==> src/rtl/alarm_trigger_ctrl.sv <==
// alarm_trigger_ctrl: decides when the alarm rings from the latched alarm time and the
// running clock. Provides arm/disarm, a timed ring window, a snooze with BCD time arithmetic,
// and a beeping buzzer output.
//
// Parameters
//   SNOOZE_MIN  snooze length in minutes (1..9)
//   RING_SEC    ring duration in tick_1hz pulses before automatic stop (2..255)
//   TONE_DIV    system clocks per buzzer half-period
//
// Ports
//   clk         system clock, rising edge
//   rst         asynchronous active-high reset
//   tick_1hz    one-cycle pulse once per second
//   clock_time  current time, BCD {Ht,Ho,Mt,Mo,St,So}
//   alarm_time  programmed alarm time, same format
//   alarm_en    level: 1 arms, 0 disarms
//   snooze      single-cycle snooze request
//   stop        single-cycle stop request
//   alarm_out   high while ringing (registered)
//   buzzer      gated tone while ringing (registered)
//   snoozing    high while snoozing (registered)
//   state       00 disabled, 01 armed, 10 ringing, 11 snooze
module alarm_trigger_ctrl #(
  parameter int unsigned SNOOZE_MIN = 5,
  parameter int unsigned RING_SEC   = 60,
  parameter int unsigned TONE_DIV   = 50000
) (
  input  logic        clk,
  input  logic        rst,
  input  logic        tick_1hz,
  input  logic [23:0] clock_time,
  input  logic [23:0] alarm_time,
  input  logic        alarm_en,
  input  logic        snooze,
  input  logic        stop,
  output logic        alarm_out,
  output logic        buzzer,
  output logic        snoozing,
  output logic [1:0]  state
);

  localparam int unsigned ToneW = (TONE_DIV > 1) ? $clog2(TONE_DIV) : 1;

  typedef enum logic [1:0] {
    StDisabled = 2'b00,
    StArmed    = 2'b01,
    StRinging  = 2'b10,
    StSnooze   = 2'b11
  } state_e;

  state_e           state_q, state_d;
  logic             match, match_q, hit;
  logic [7:0]       ring_cnt_q, ring_cnt_d;
  logic [ToneW-1:0] tone_cnt_q, tone_cnt_d;
  logic             tone_q, tone_d;
  logic [23:0]      snz_target_q, snz_target_d, snz_calc;
  logic [23:0]      target;
  logic             alarm_out_q, buzzer_q, snoozing_q;

  // Compare target follows the snooze time only while snoozing.
  assign target = (state_q == StSnooze) ? snz_target_q : alarm_time;
  assign match  = (clock_time == target);
  // Rising edge only: a time that stays equal never retriggers.
  assign hit    = match & ~match_q;

  // clock_time + SNOOZE_MIN minutes in BCD; seconds pass through.
  logic [4:0] mo_sum;
  logic [3:0] mo_new, mt_new, ho_new, ht_new;
  logic       mo_carry, hr_carry;

  always_comb begin
    mo_sum   = {1'b0, clock_time[11:8]} + 5'(SNOOZE_MIN);
    mo_new   = mo_sum[3:0];
    mo_carry = 1'b0;
    if (mo_sum > 5'd9) begin
      mo_new   = 4'(mo_sum - 5'd10);
      mo_carry = 1'b1;
    end

    mt_new   = clock_time[15:12];
    hr_carry = 1'b0;
    if (mo_carry) begin
      if (clock_time[15:12] == 4'd5) begin
        mt_new   = 4'd0;
        hr_carry = 1'b1;
      end else begin
        mt_new = clock_time[15:12] + 4'd1;
      end
    end

    ht_new = clock_time[23:20];
    ho_new = clock_time[19:16];
    if (hr_carry) begin
      if (clock_time[23:16] == 8'h23) begin
        ht_new = 4'd0;
        ho_new = 4'd0;
      end else if (clock_time[19:16] == 4'd9) begin
        ht_new = clock_time[23:20] + 4'd1;
        ho_new = 4'd0;
      end else begin
        ho_new = clock_time[19:16] + 4'd1;
      end
    end

    snz_calc = {ht_new, ho_new, mt_new, mo_new, clock_time[7:0]};
  end

  // Next-state logic; disarm overrides everything.
  always_comb begin
    state_d      = state_q;
    ring_cnt_d   = ring_cnt_q;
    snz_target_d = snz_target_q;

    if (!alarm_en) begin
      state_d = StDisabled;
    end else begin
      case (state_q)
        StDisabled: state_d = StArmed;
        StArmed: begin
          if (hit) begin
            state_d    = StRinging;
            ring_cnt_d = 8'd0;
          end
        end
        StRinging: begin
          if (stop) begin
            state_d = StArmed;
          end else if (snooze) begin
            state_d      = StSnooze;
            snz_target_d = snz_calc;
          end else if (tick_1hz) begin
            if (ring_cnt_q == 8'(RING_SEC - 1)) begin
              state_d = StArmed;
            end else begin
              ring_cnt_d = ring_cnt_q + 8'd1;
            end
          end
        end
        StSnooze: begin
          if (stop) begin
            state_d = StArmed;
          end else if (hit) begin
            state_d    = StRinging;
            ring_cnt_d = 8'd0;
          end
        end
        default: state_d = StDisabled;
      endcase
    end
  end

  // Tone divider runs only while staying in RINGING, so each entry starts from zero.
  always_comb begin
    tone_cnt_d = '0;
    tone_d     = 1'b0;
    if (state_q == StRinging && state_d == StRinging) begin
      tone_d = tone_q;
      if (tone_cnt_q == ToneW'(TONE_DIV - 1)) begin
        tone_cnt_d = '0;
        tone_d     = ~tone_q;
      end else begin
        tone_cnt_d = tone_cnt_q + ToneW'(1);
      end
    end
  end

  always_ff @(posedge clk or posedge rst) begin
    if (rst) begin
      state_q      <= StDisabled;
      match_q      <= 1'b0;
      ring_cnt_q   <= 8'd0;
      tone_cnt_q   <= '0;
      tone_q       <= 1'b0;
      snz_target_q <= 24'd0;
      alarm_out_q  <= 1'b0;
      buzzer_q     <= 1'b0;
      snoozing_q   <= 1'b0;
    end else begin
      state_q      <= state_d;
      match_q      <= match;
      ring_cnt_q   <= ring_cnt_d;
      tone_cnt_q   <= tone_cnt_d;
      tone_q       <= tone_d;
      snz_target_q <= snz_target_d;
      // Outputs registered from next-state values so they change with the state.
      alarm_out_q  <= (state_d == StRinging);
      snoozing_q   <= (state_d == StSnooze);
      // Odd seconds of the ring window mute the tone: 1 s on / 1 s off.
      buzzer_q     <= tone_d & ~ring_cnt_d[0];
    end
  end

  assign alarm_out = alarm_out_q;
  assign buzzer    = buzzer_q;
  assign snoozing  = snoozing_q;
  assign state     = state_q;

endmodule

==> config.mk <==
export PLATFORM = sky130hd
export DESIGN_NAME = alarm_trigger_ctrl
export DESIGN_NICKNAME = d
export VERILOG_FILES = /design/src/rtl/alarm_trigger_ctrl.sv
export SDC_FILE = /design/constraint.sdc
export NUM_CORES = 1
export LEC_CHECK = 0
export CAP_MARGIN = 20
export CORE_UTILIZATION = 54
export CTS_CLUSTER_SIZE = 25
export DETAILED_ROUTE_END_ITERATION = 7
export GPL_ROUTABILITY_DRIVEN = 0
export PLACE_DENSITY = 0.8
export SYNTH_ARGS = -nofsm -noshare
export SYNTH_HDL_FRONTEND = slang
export SYNTH_SLANG_ARGS = --single-unit
==> constraint.sdc <==
create_clock -name clk -period 2.6 [get_ports clk]
set_input_delay 0.26 -clock clk [delete_from_list [all_inputs] [get_ports clk]]
set_output_delay 0.26 -clock clk [all_outputs]
set_load 0.02 [all_outputs]
* After elaboration in Yosys (flattened, before gate mapping)
Cells that the tools add are included. W data, S select, Z words.
Cells by class: $add $sub $neg 7, multiply operators 0, div/mod/pow operators 0, magnitude comparators 1, equality and inequality tests 16, shifts and indexed selects 0, multiplexer cells 33, bitwise operators 6, reductions and logical operators 5
Operators by type and width (number):
- $mux W8 | 6
- $mux W4 | 9
- $mux W16 | 2
- $eq A24 B24 Y1 | 1
- $mux W24 | 1
- $pmux W8 S3 | 1
- $add A16 B1 Y16 const B | 1
- $eq A16 B16 Y1 const B | 1
- $eq A8 B6 Y1 const B | 2
- $mux W2 | 7
- $add A4 B1 Y4 const B | 3
- $ne A2 B2 Y1 const B | 5
- $add A8 B1 Y8 const B | 1
- $eq A2 B2 Y1 const B | 4
- $pmux W2 S4 | 1
- $reduce_and A7 Y1 | 1
- $mux W1 | 6
- $add A4 B3 Y5 const B | 1
- $gt A5 B4 Y1 const B | 1
- $eq A4 B3 Y1 const B | 1
- $eq A4 B4 Y1 const B | 1
- $not A1 Y1 | 4
- $reduce_and A4 Y1 | 1
- $sub A4 B4 Y4 const B | 1
- other kinds (5) | 6
Storage, ports and cells: bits in registers 55, bits in latches 0, memory bits (writable) 0, ROM bits 0, input bits 54, output and inout port bits 5, logic and storage cells 78, memories kept 0

* Logic depth before layout (Yosys ltp)
depth in word-level cells 12, depth in mapped cells 10, depth with buffers taken out 9

* Worst setup path before layout
Ideal clock, no wire load.
path kind reg-to-reg, from register state_q[1], in the netlist state[1], to register ring_cnt_q[4], library setup time 124 ps, data arrival time 2187 ps, data required time 2476 ps, setup slack 289 ps, cell stages (with the launch flop) 9, path buffers 2, clock period less this slack 2311 ps, path through dfrtp_1 -> buf_6 -> and2_4 -> buf_6 -> a2111oi_4 -> o22ai_2 -> nor4_2 -> a41oi_2 -> a211o_1
Between the ends: longest elaborated chain between the ends 7, elaborated cells on any way between the ends 16, classes of those cells 9 x eq/ne; 4 x mux; 1 x bitwise; 2 x reduce/logical
RTL lines:
- start, declared | RTL line 51 | state_e state_q, state_d;
- start signal, assigned | RTL line 169 | state_q <= StDisabled;
- start signal, assigned | RTL line 179 | state_q <= state_d;
- $eq A2 B2 Y1 | RTL line 61, 117
- $mux W24 | RTL line 61 | assign target = (state_q == StSnooze) ? snz_target_q : alarm_time;
- $eq A24 B24 Y1 | RTL line 62 | assign match = (clock_time == target);
- $and A1 B1 Y1 | RTL line 64 | assign hit = match & ~match_q;
- $mux W8 (2 in a row)
- $pmux W8 S3 | RTL line 117 | case (state_q)
- end signal, assigned | RTL line 181 | ring_cnt_q <= ring_cnt_d;
- end, declared | RTL line 53 | logic [7:0] ring_cnt_q, ring_cnt_d;
Parallel ways exist; a longest one is shown, timed or not. The select of a mux whose other input is x is not followed. A chain may end at the register's enable or synchronous reset.

* Final worst setup path
from register state_q[1], in the netlist state[1], to register ring_cnt_q[0]
Between the ends: longest elaborated chain between the ends 8, elaborated cells on any way between the ends 10, classes of those cells 4 x eq/ne; 5 x mux; 1 x bitwise
RTL lines:
- $eq A2 B2 Y1 | RTL line 61, 117
- $mux W24 | RTL line 61
- $eq A24 B24 Y1 | RTL line 62
- $and A1 B1 Y1 | RTL line 64
- $mux W8 | RTL line 120, 142
- $mux W8 | RTL line 140 | if (stop) begin
- $pmux W8 S3 (*) | RTL line 117
- $mux W1 (*) | RTL line 114 | if (!alarm_en) begin
- via ring_cnt_d[0] | RTL line 53
The timed path passes the listed nets; every way through them passes the cells marked *. The select of a mux whose other input is x is not followed.

==> run_results.csv <==
group,metric,value,unit
run_status,outcome,"complete, no violations",
sta,report.final.slew_viol_count,0,
sta,slew_headroom,55.5,%
cts,clk_pin_slew_worst_paths,0.12,ns
logic_synthesis,synth_edf_count,0,
sta,fmax,0.406,GHz
sta,post-route-period-util,94.8,%
logic_synthesis,avgSynthCellArea,8.65,um2
logic_synthesis,synthesis.area,3740,um2
power,power_density,364,nW/um2
place,port_buffers,58,
worst_setup_path,end_kind,"register",
power,seqPwrFrac,50.9,%
cts,cts_root_buf,"clkbuf_8",
sta,hold-worst-slack,0.293,ns
logic_synthesis,synthFlopType,"dfrtp_1",
sta,worst_slack,0.134,ns
sta,skew,0.0155,ns
logic_synthesis,syn_inst,432,
power,intPower,0.00121,W
global_routing,antenna_found_initial,0,
global_routing,first_global_vias,3460,
logic_synthesis,synth_area_leaders,"dfrtp_1 37%, nand2_1 5.7%, xnor2_1 5.4%",
detailed_routing,route.detailed.drc,0,
final_layout,finalInstanceArea,4630,um2
place,dpl_cell_area,4540,um2
run,drv_cap,0,
cts,htree_num_levels,2,
logic_synthesis,ys_ff_latch,55,
cts,cts_buffer_depth,2,
global_routing,grt-ovfl-total,0,
place,hpwlAfterDp,7.36,mm
cts,postCtsSetupBuffers,0,
power,p_leak,2.02,nW
logic_synthesis,ys_seq_area_share,36.8,%
floorplan,num_rows,29,
global_routing,grt_start_max_net_pins,33,
sta,fin_crit,2.47,ns
power,power.switching,0.000476,W
logic_synthesis,yosysTopAreaCell,"dfrtp_1",
cts,clk_latency,0.32,ns
sta,rsz0062_at_grt,"no",
cts,cts_buffers,5,
floorplan,core,6530,um2
cts,cts_resized,0,
power,power_frac_clock,30.7,%
floorplan,die-area,7260,um2
floorplan,die_w,85.2,um
detailed_routing,drt-initial-drc-count,232,
detailed_routing,dr.pass1.iters,5,
power,pwr-share-comb,18.5,%
floorplan,chipHeight,85.2,um
worst_setup_path,worstPathMaxFanout,18,
detailed_routing,vias_per_cell,6.05,
floorplan,ios,59,
global_routing,grt_usage,28.5,%
cts,cts.sinks,55,
global_routing,grt_pass1_wl,16.4,mm
logic_synthesis,synth.distinct_cells,64,
cts,hold_buffers,0,
logic_synthesis,synth_top_area_share,36.8,%
worst_setup_path,arrival,2.68,ns
worst_setup_path,critPathLaunchType,"register",
cts,cts_tree,"yes",
power,p_sw_share,28.2,%
final_layout,nNetsFinal,568,
final_layout,num_antenna_cells,0,
sta,hold_viol,0,
power,ir_worst_vdd,0.000234,V
detailed_routing,finalWirelength,9.68,mm
logic_synthesis,async_flop_share,100,%
floorplan,start_util,57.2,%
sta,worst_slew_pin_slew,0.662,ns
detailed_routing,ant_nets,0,
final_layout,drive_above_1_share,9.68,%
worst_setup_path,path_class,"register to register",
logic_synthesis,syn_nets,495,
sta,setup_viol,0,
detailed_routing,vias,3528,
worst_setup_path,required,2.82,ns
detailed_routing,drt-wirelength-per-cell,16.6,um
place,dp_slack,-0.0495,ns
final_layout,area_delta_synth_final,24.0,%
logic_synthesis,yosys_warnings,0,
worst_hold_path,hp-class,"input pin to async pin",
-- flip-flops by register name, indices dropped and copies added (netlist names) --
name          flops
alarm_out         1
state             2
ring_cnt_q        8
tone_q            1
buzzer            1
snz_target_q     24
match_q           1
tone_cnt_q       16
snoozing          1
-- Yosys cell counts (9+ instances only) --
cell type,count
a21oi_1,9
clkbuf_1,15
dfrtp_1,55
ha_1,9
inv_1,33
nand2_1,57
nand2b_1,11
nand3_1,16
nor2_1,32
nor3_1,14
o21ai_0,18
o22ai_1,12
xnor2_1,23
xor2_1,22
-- layout by cell type (no fill, tap or decap), types with 11 or more instances in the layout --
| cell type | n |
|---|---|
| nand2_1 | 57 |
| clkdlybuf4s50_1 | 58 |
| xnor2_1 | 23 |
| o21ai_0 | 18 |
| buf_4 | 26 |
| nor3_1 | 14 |
| inv_1 | 32 |
| nand3_1 | 16 |
| xor2_1 | 22 |
| dfrtp_1 | 55 |
| o22ai_1 | 12 |
| nor2_1 | 32 |
| nand2b_1 | 11 |
-- layer usage --
layer / wire length (um) / up-vias / global-route usage [%] / share of wire (%)
met1: 4300 / 1660 / 39.4 / 44
met4: 227 / 0 / 9.55 / 2.3
li1: - / 1661 / - / -
met3: 798 / 25 / 4.86 / 8.2
met2: 4350 / 182 / 45.6 / 45
met5: 0 / - / 0 / 0
-- final timing paths --
check / from / end / slack [ns] / cells after the start
setup reg to reg: state[1] / ring_cnt_q[0] / 0.13 / 8
max in group asynchronous: rst / tone_cnt_q[13] / 1.74 / 3
min in group clk: tone_cnt_q[0] / tone_cnt_q[0] / 0.47 / 1
hold reg to reg: tone_cnt_q[0] / tone_cnt_q[0] / 0.47 / 1
setup / recovery: state[1] / ring_cnt_q[0] / 0.13 / 8
hold / removal: rst / ring_cnt_q[1] / 0.29 / 2
-- final cells by class --
class | count | area, um2
flip-flops and latches | 55 | 1380
clock inverters | 3 | 22.5
repair buffers | 85 | 796
multi-input cells | 325 | 2150
clock buffers | 5 | 68.8
well taps | 77 | 96.3
inverters | 33 | 124
fillers | 514 | 1900
-- per-stage QoR --
stage	cells	total power, W	utilization (%)	setup TNS (ns)
6_report	583	0.00169	71.0	0
4_1_cts	583	0.00169	70.9	0
2_1_floorplan	432	0.00102	-	0
5_1_grt	583	0.00175	71.0	0
3_5_place_dp	575	0.00118	69.5	-0.214
3_3_place_gp	575	0.00117	69.5	-0.0424
-- critical path, cell delays in order, from the launching register on --
cell,delay (ns)
dfrtp_1,0.51
nand2_4,0.28
a211oi_2,0.14
a2111oi_4,0.33
nand3_2,0.16
nor4_2,0.34
buf_4,0.17
nand3_1,0.06
a311o_1,0.36
-- logic make-up (layout without fill, tap and decap cells) --
logic type / count (synthesis) / after routing / synth area share, %
compound gates: 93 / 93 / 19.4
fa+ha+maj: 9 / 9 / 3.01
xor+xnor: 45 / 45 / 10.5
buf+inv: 52 / 126 / 5.76
flops: 55 / 55 / 36.8
mux: 5 / 5 / 1.34
simple gates: 173 / 173 / 23.1
-- power by group through the flow --
stage | Sequential [W] | Clock, W | Combinational, W
global route | 0.000858 | 0.000552 | 0.000337
global placement | 0.000874 | 0 | 0.000301
floorplan | 0.000874 | 0 | 0.000142
finish | 0.000858 | 0.000517 | 0.000312
CTS | 0.000858 | 0.000520 | 0.000308
detailed placement | 0.000874 | 0 | 0.000307
(Power assumes the default switching activity.)
